==> config.mk <==
export PLATFORM = sky130hd
export DESIGN_NAME = dcache_line_fill
export DESIGN_NICKNAME = d
export VERILOG_FILES = /design/src/rtl/dcache_line_fill.sv
export SDC_FILE = /design/constraint.sdc
export NUM_CORES = 1
export LEC_CHECK = 0
export CELL_PAD_IN_SITES_DETAIL_PLACEMENT = 1
export CELL_PAD_IN_SITES_GLOBAL_PLACEMENT = 1
export CORE_MARGIN = 10
export CORE_UTILIZATION = 31
export CTS_BUF_LIST = sky130_fd_sc_hd__clkbuf_4
export CTS_CLUSTER_DIAMETER = 80
export CTS_CLUSTER_SIZE = 28
export DETAILED_ROUTE_END_ITERATION = 10
export GPL_TIMING_DRIVEN = 0
export PLACE_DENSITY = 0.81
export SYNTH_ARGS = -nofsm -noshare
export SYNTH_HDL_FRONTEND = slang
export SYNTH_SLANG_ARGS = --single-unit
export TNS_END_PERCENT = 10
==> constraint.sdc <==
create_clock -name clk -period 2.4 [get_ports clk]
set_input_delay 0.36 -clock clk [delete_from_list [all_inputs] [get_ports clk]]
set_output_delay 0.36 -clock clk [all_outputs]
set_load 0.05 [all_outputs]
==> src/rtl/dcache_line_fill.sv <==
// Data-cache miss engine: writes back a dirty victim line, fetches the missing
// line word by word over a single-outstanding bus, then commits it in one RAM write.
module dcache_line_fill #(
   parameter int unsigned INDEX_W = 7,
   parameter int unsigned WORDS   = 4,
   localparam int unsigned CNT_W  = $clog2(WORDS),
   localparam int unsigned TAG_W  = 32 - INDEX_W - CNT_W - 2,
   localparam int unsigned LINE_W = 32 * WORDS
) (
   input  logic               clk,
   input  logic               reset,
   input  logic               miss_req,
   input  logic [INDEX_W-1:0] miss_index,
   input  logic [TAG_W-1:0]   miss_tag,
   input  logic               victim_dirty,
   input  logic [TAG_W-1:0]   victim_tag,
   input  logic [LINE_W-1:0]  victim_line,
   output logic               mem_req,
   output logic               mem_wr,
   output logic [31:0]        mem_addr,
   output logic [31:0]        mem_wdata,
   input  logic               mem_addr_ok,
   input  logic               mem_data_ok,
   input  logic [31:0]        mem_rdata,
   output logic [INDEX_W-1:0] ram_addr,
   output logic [LINE_W-1:0]  ram_din,
   output logic [1:0]         ram_size,
   output logic               ram_wen,
   output logic               busy,
   output logic               done
);

   typedef enum logic [2:0] {
      IDLE    = 3'd0,
      WB_REQ  = 3'd1,
      WB_WAIT = 3'd2,
      RD_REQ  = 3'd3,
      RD_WAIT = 3'd4,
      FILL    = 3'd5
   } state_t;

   state_t              state_q, state_d;
   logic [CNT_W-1:0]    cnt_q;
   logic [INDEX_W-1:0]  idx_q;
   logic [TAG_W-1:0]    mtag_q;
   logic [TAG_W-1:0]    vtag_q;
   logic [LINE_W-1:0]   victim_q;
   logic [LINE_W-1:0]   buf_q;
   logic                last;

   assign last     = (cnt_q == CNT_W'(WORDS - 1));
   assign ram_size = 2'b11;

   always_ff @(posedge clk) begin
      if (reset) state_q <= IDLE;
      else       state_q <= state_d;
   end

   always_comb begin
      state_d = state_q;
      case (state_q)
         IDLE:    if (miss_req)    state_d = victim_dirty ? WB_REQ : RD_REQ;
         WB_REQ:  if (mem_addr_ok) state_d = WB_WAIT;
         WB_WAIT: if (mem_data_ok) state_d = last ? RD_REQ : WB_REQ;
         RD_REQ:  if (mem_addr_ok) state_d = RD_WAIT;
         RD_WAIT: if (mem_data_ok) state_d = last ? FILL : RD_REQ;
         FILL:                     state_d = IDLE;
         default:                  state_d = IDLE;
      endcase
   end

   // Miss context, word counter and fill buffer.
   always_ff @(posedge clk) begin
      if (reset) begin
         cnt_q    <= '0;
         idx_q    <= '0;
         mtag_q   <= '0;
         vtag_q   <= '0;
         victim_q <= '0;
         buf_q    <= '0;
      end else begin
         case (state_q)
            IDLE: if (miss_req) begin
               idx_q    <= miss_index;
               mtag_q   <= miss_tag;
               vtag_q   <= victim_tag;
               victim_q <= victim_line;
               cnt_q    <= '0;
            end
            WB_WAIT: if (mem_data_ok) cnt_q <= last ? '0 : cnt_q + CNT_W'(1);
            RD_WAIT: if (mem_data_ok) begin
               buf_q[32 * int'(cnt_q) +: 32] <= mem_rdata;
               if (!last) cnt_q <= cnt_q + CNT_W'(1);
            end
            default: ;
         endcase
      end
   end

   // Outputs are pure decodes of registered state; address and data hold while waiting for acceptance.
   always_comb begin
      mem_req   = 1'b0;
      mem_wr    = 1'b0;
      mem_addr  = '0;
      mem_wdata = '0;
      ram_addr  = '0;
      ram_din   = '0;
      ram_wen   = 1'b0;
      done      = 1'b0;
      busy      = (state_q != IDLE);
      case (state_q)
         WB_REQ: begin
            mem_req   = 1'b1;
            mem_wr    = 1'b1;
            mem_addr  = {vtag_q, idx_q, cnt_q, 2'b00};
            mem_wdata = victim_q[32 * int'(cnt_q) +: 32];
         end
         RD_REQ: begin
            mem_req  = 1'b1;
            mem_addr = {mtag_q, idx_q, cnt_q, 2'b00};
         end
         FILL: begin
            ram_wen  = 1'b1;
            ram_addr = idx_q;
            ram_din  = buf_q;
            done     = 1'b1;
         end
         default: ;
      endcase
   end

endmodule

==> results.toml <==
[drt]
drc = 0
first_pass_iters = 5
route.met2.wl_um = 29500
drt-total-wl_um = 58900
viasPerCell = 4.98
vias = 13600
routedWlPerCell_um = 21.6
drtAntennaViolNets = 0
met3_length_um = 4320
wl_met1_um = 23300
first_iter_violations = 573
top_layer = "met5"

[timing]
fin_tns_setup_ps = -52120
worst_slack_ps = -335
max_freq_mhz = 366
slew_violations = 0
worstMarginPinSlew_ps = 902
hold_viol = 0
rsz0062_at_grt = "true"
finalClockSkew_ps = 96.8
finalSetupViolations = 223
layout_min_cycle_time_ps = 2740
period_share = 1.14
slew_headroom = 0.399

[clock_tree]
cts.sinks = 310
clkTransAtPathRegs_ps = 270
cts_buffers = 17
clock_path_buffers = 3
cts_tree = "built"
cts-hold-fix-buffers = 0
cts_root_buffer = "clkbuf_4"
cts-htree-levels = 1
clk_latency_ps = 770

[outcome]
status = "complete, but fails checks"
violations = "setup timing"

[synth]
synth_largest_area_cell = "dfxtp_1"
synthAdderAreaFrac = 0.00559
synth_seq_cells = 310
synth_most_common_cell = "nand2_1"
ys.flop_type = "dfxtp_1"
yosys.area_share.simple = 0.284
ys_async_sr_fraction = 0
syn_area_um2 = 13400
avgSynthCellArea_um2 = 8.04
synth_top_family_by_area = "simple AND/OR/NAND/NOR gates"
synthCells = 1671
synth.top_cell.area_share = 0.462
ys_seq_area_frac = 0.462
yosys_warnings = 0
synth_cell_types = 40
synth-edff-count = 0
synth-compound-area-share = 0.132
synthMuxAreaShare = 0.0567
yosys-top-cells-count = "489 x nand2_1, 310 x dfxtp_1, 308 x a21oi_1"
synth_area_leaders = "dfxtp_1 46%, nand2_1 14%, a21oi_1 11%"
synth_xor_area_frac = 0.000652

[finish]
nFillCells = 5088
final_area_um2 = 20000
syn_to_final_growth_pct = 48.8
nNetsFinal = 2353
drive_gt1_frac = 0.225

[placement]
gp_congestion = 0.848
dpl.hpwl_um = 45500
dpl_worst_slack_ps = -1490
port_buffers = 415
post_dp_cell_area_um2 = 18300

[power]
swShare = 0.317
power_density_nw_per_um2 = 492
p_seq_frac = 0.565
power_frac_clock = 0.231
power.switching_mw = 3.12
p_int_mw = 6.71
ir_drop_mv = 0.319
p_leak_nw = 7.51
pwr-share-comb = 0.204

[min_path]
hold_path_depth = 3
holdPathEnd = "idx_q[6]"
hold_start = "miss_index[6]"
hold_class = "input pin to register"

[floorplan]
rows = 76
die_w_um = 228
die_h_um = 228
die-area_um2 = 52000
io_pins = 421
coreArea_um2 = 43000
initial_core_util = 0.312

[global_route]
grt_pass1_vias = 14700
grt_pass1_wl_um = 87600
grt_use_total = 0.211
overflow = 0
grt_max_degree = 29
antenna_found_initial = 11

[critical_path]
worstPathRequired_ps = 2040
cp_cell_sequence = "buf_12, buf_12, mux4_2, and2_4, buf_6"
crit_top_cell = "buf_12"
crit_arrival_ps = 2380
cp-end-kind = "primary output"
r2r_setup_slack_ps = -190
worstPathMaxFanout = 5
rr_worst_depth = 8
r2r-end = "buf_q[5]"
critPathLaunchType = "register"
max_stage_delay_ps = 550
r2r-start = "cnt_q[1]"
critPathSlowestCell = "mux4_2"
critPathKind = "register to primary output"

[flow_run]
max-cap-violations = 0
## metal layers
metal | global-route usage | vias up
li1 | - | 6433
met1 | 0.237 | 6589
met2 | 0.380 | 441
met3 | 0.0624 | 101
met4 | 0.0612 | 20
met5 | 0 | -
## timing repair
action	4_1_cts	5_1_grt
pin swaps	9	24
resized for setup	1418	321
endpoints found under the hold margin	0	0
setup buffers	15	5
gates cloned	4	4
setup endpoints to repair	331	326
## worst max path at each step
stage	cells after the start	startpoint	slack (ps)	to
2_1_floorplan	8	cnt_q[1]	-2	buf_q[66]
3_3_place_gp	8	cnt_q[1]	-1420	buf_q[66]
3_5_place_dp	8	cnt_q[1]	-1490	buf_q[66]
4_1_cts	6	cnt_q[0]	-430	mem_wdata[29]
5_1_grt	5	cnt_q[0]	-460	mem_wdata[23]
6_report	5	cnt_q[0]	-340	mem_wdata[23]
## flip-flops by register name (all words and copies together), names as in the netlist
signal and cells:
buf_q 128, cnt_q 2, idx_q 7, mtag_q 21, state_q 3, victim_q 128, vtag_q 21
## metrics by stage
step                power [mW]   util  hold WS, ps  cells
global route              10.3  0.465         25.6   2725
CTS                       9.84  0.444         20.9   2716
finish                    9.83  0.465         89.5   2726
floorplan                 6.58      -          427   1673
global placement          7.42  0.426          433   2673
detailed placement        7.48  0.426          441   2673
## placed cells by master (no fill, tap or decap), types with 2 or more instances in the layout
| cell | Yosys | layout |
|---|---|---|
| clkbuf_8 | 0 | 6 |
| a22o_1 | 21 | 21 |
| nand2b_1 | 4 | 4 |
| o21ai_0 | 2 | 2 |
| nand3b_1 | 3 | 3 |
| clkinv_4 | 0 | 2 |
| and2_1 | 178 | 96 |
| nor3b_4 | 1 | 4 |
| dfxtp_1 | 310 | 307 |
| clkbuf_4 | 0 | 22 |
| clkdlybuf4s50_1 | 0 | 213 |
| nand2_1 | 489 | 489 |
| nor2b_1 | 3 | 2 |
| mux2i_1 | 3 | 3 |
| buf_2 | 39 | 31 |
| ha_1 | 6 | 4 |
| diode_2 | 0 | 3 |
| conb_1 | 2 | 4 |
| buf_6 | 11 | 167 |
| buf_8 | 0 | 63 |
| buf_4 | 15 | 35 |
| buf_12 | 0 | 12 |
| inv_8 | 0 | 3 |
| mux4_2 | 32 | 32 |
| clkbuf_1 | 87 | 58 |
| nand3_1 | 129 | 129 |
| dfxtp_4 | 0 | 2 |
| nor3_4 | 0 | 3 |
| a21oi_1 | 308 | 308 |
| and2_4 | 0 | 82 |
| clkbuf_16 | 0 | 3 |
## critical path: cells and delay by family (launching register included)
kind	cells	cell delay (ps)
multiplexers	1	550
buffers and inverters	3	410
AND/OR/NAND/NOR	1	170
flip-flops	1	460
## logic make-up after synthesis
| family | count (synthesis) |
|---|---|
| buf+inv | 157 |
| flops | 310 |
| other cells | 2 |
| mux | 36 |
| compound gates | 336 |
| simple gates | 823 |
| fa+ha+maj | 6 |
| xor+xnor | 1 |
## cell type report
type / count / area [µm²] / area share
buffer: 153 / 1100 / 0.0549
clock buffer: 17 / 128 / 0.00639
clock inverter: 8 / 103 / 0.00513
inverter: 3 / 15.0 / 0.000751
tap: 585 / 732 / 0.0366
multi-input combinational: 1206 / 6740 / 0.338
antenna: 3 / 7.51 / 0.000376
timing repair buffer: 441 / 4940 / 0.247
sequential: 310 / 6210 / 0.311
## power by group through the flow
stage	logic (mW)	registers, mW	clock network, mW
2_1_floorplan	0.990	5.59	0
3_3_place_gp	1.79	5.63	0
3_5_place_dp	1.83	5.65	0
4_1_cts	1.95	5.55	2.33
5_1_grt	2.17	5.59	2.51
6_report	2.01	5.56	2.27
Power figures use the tool's default switching activity.
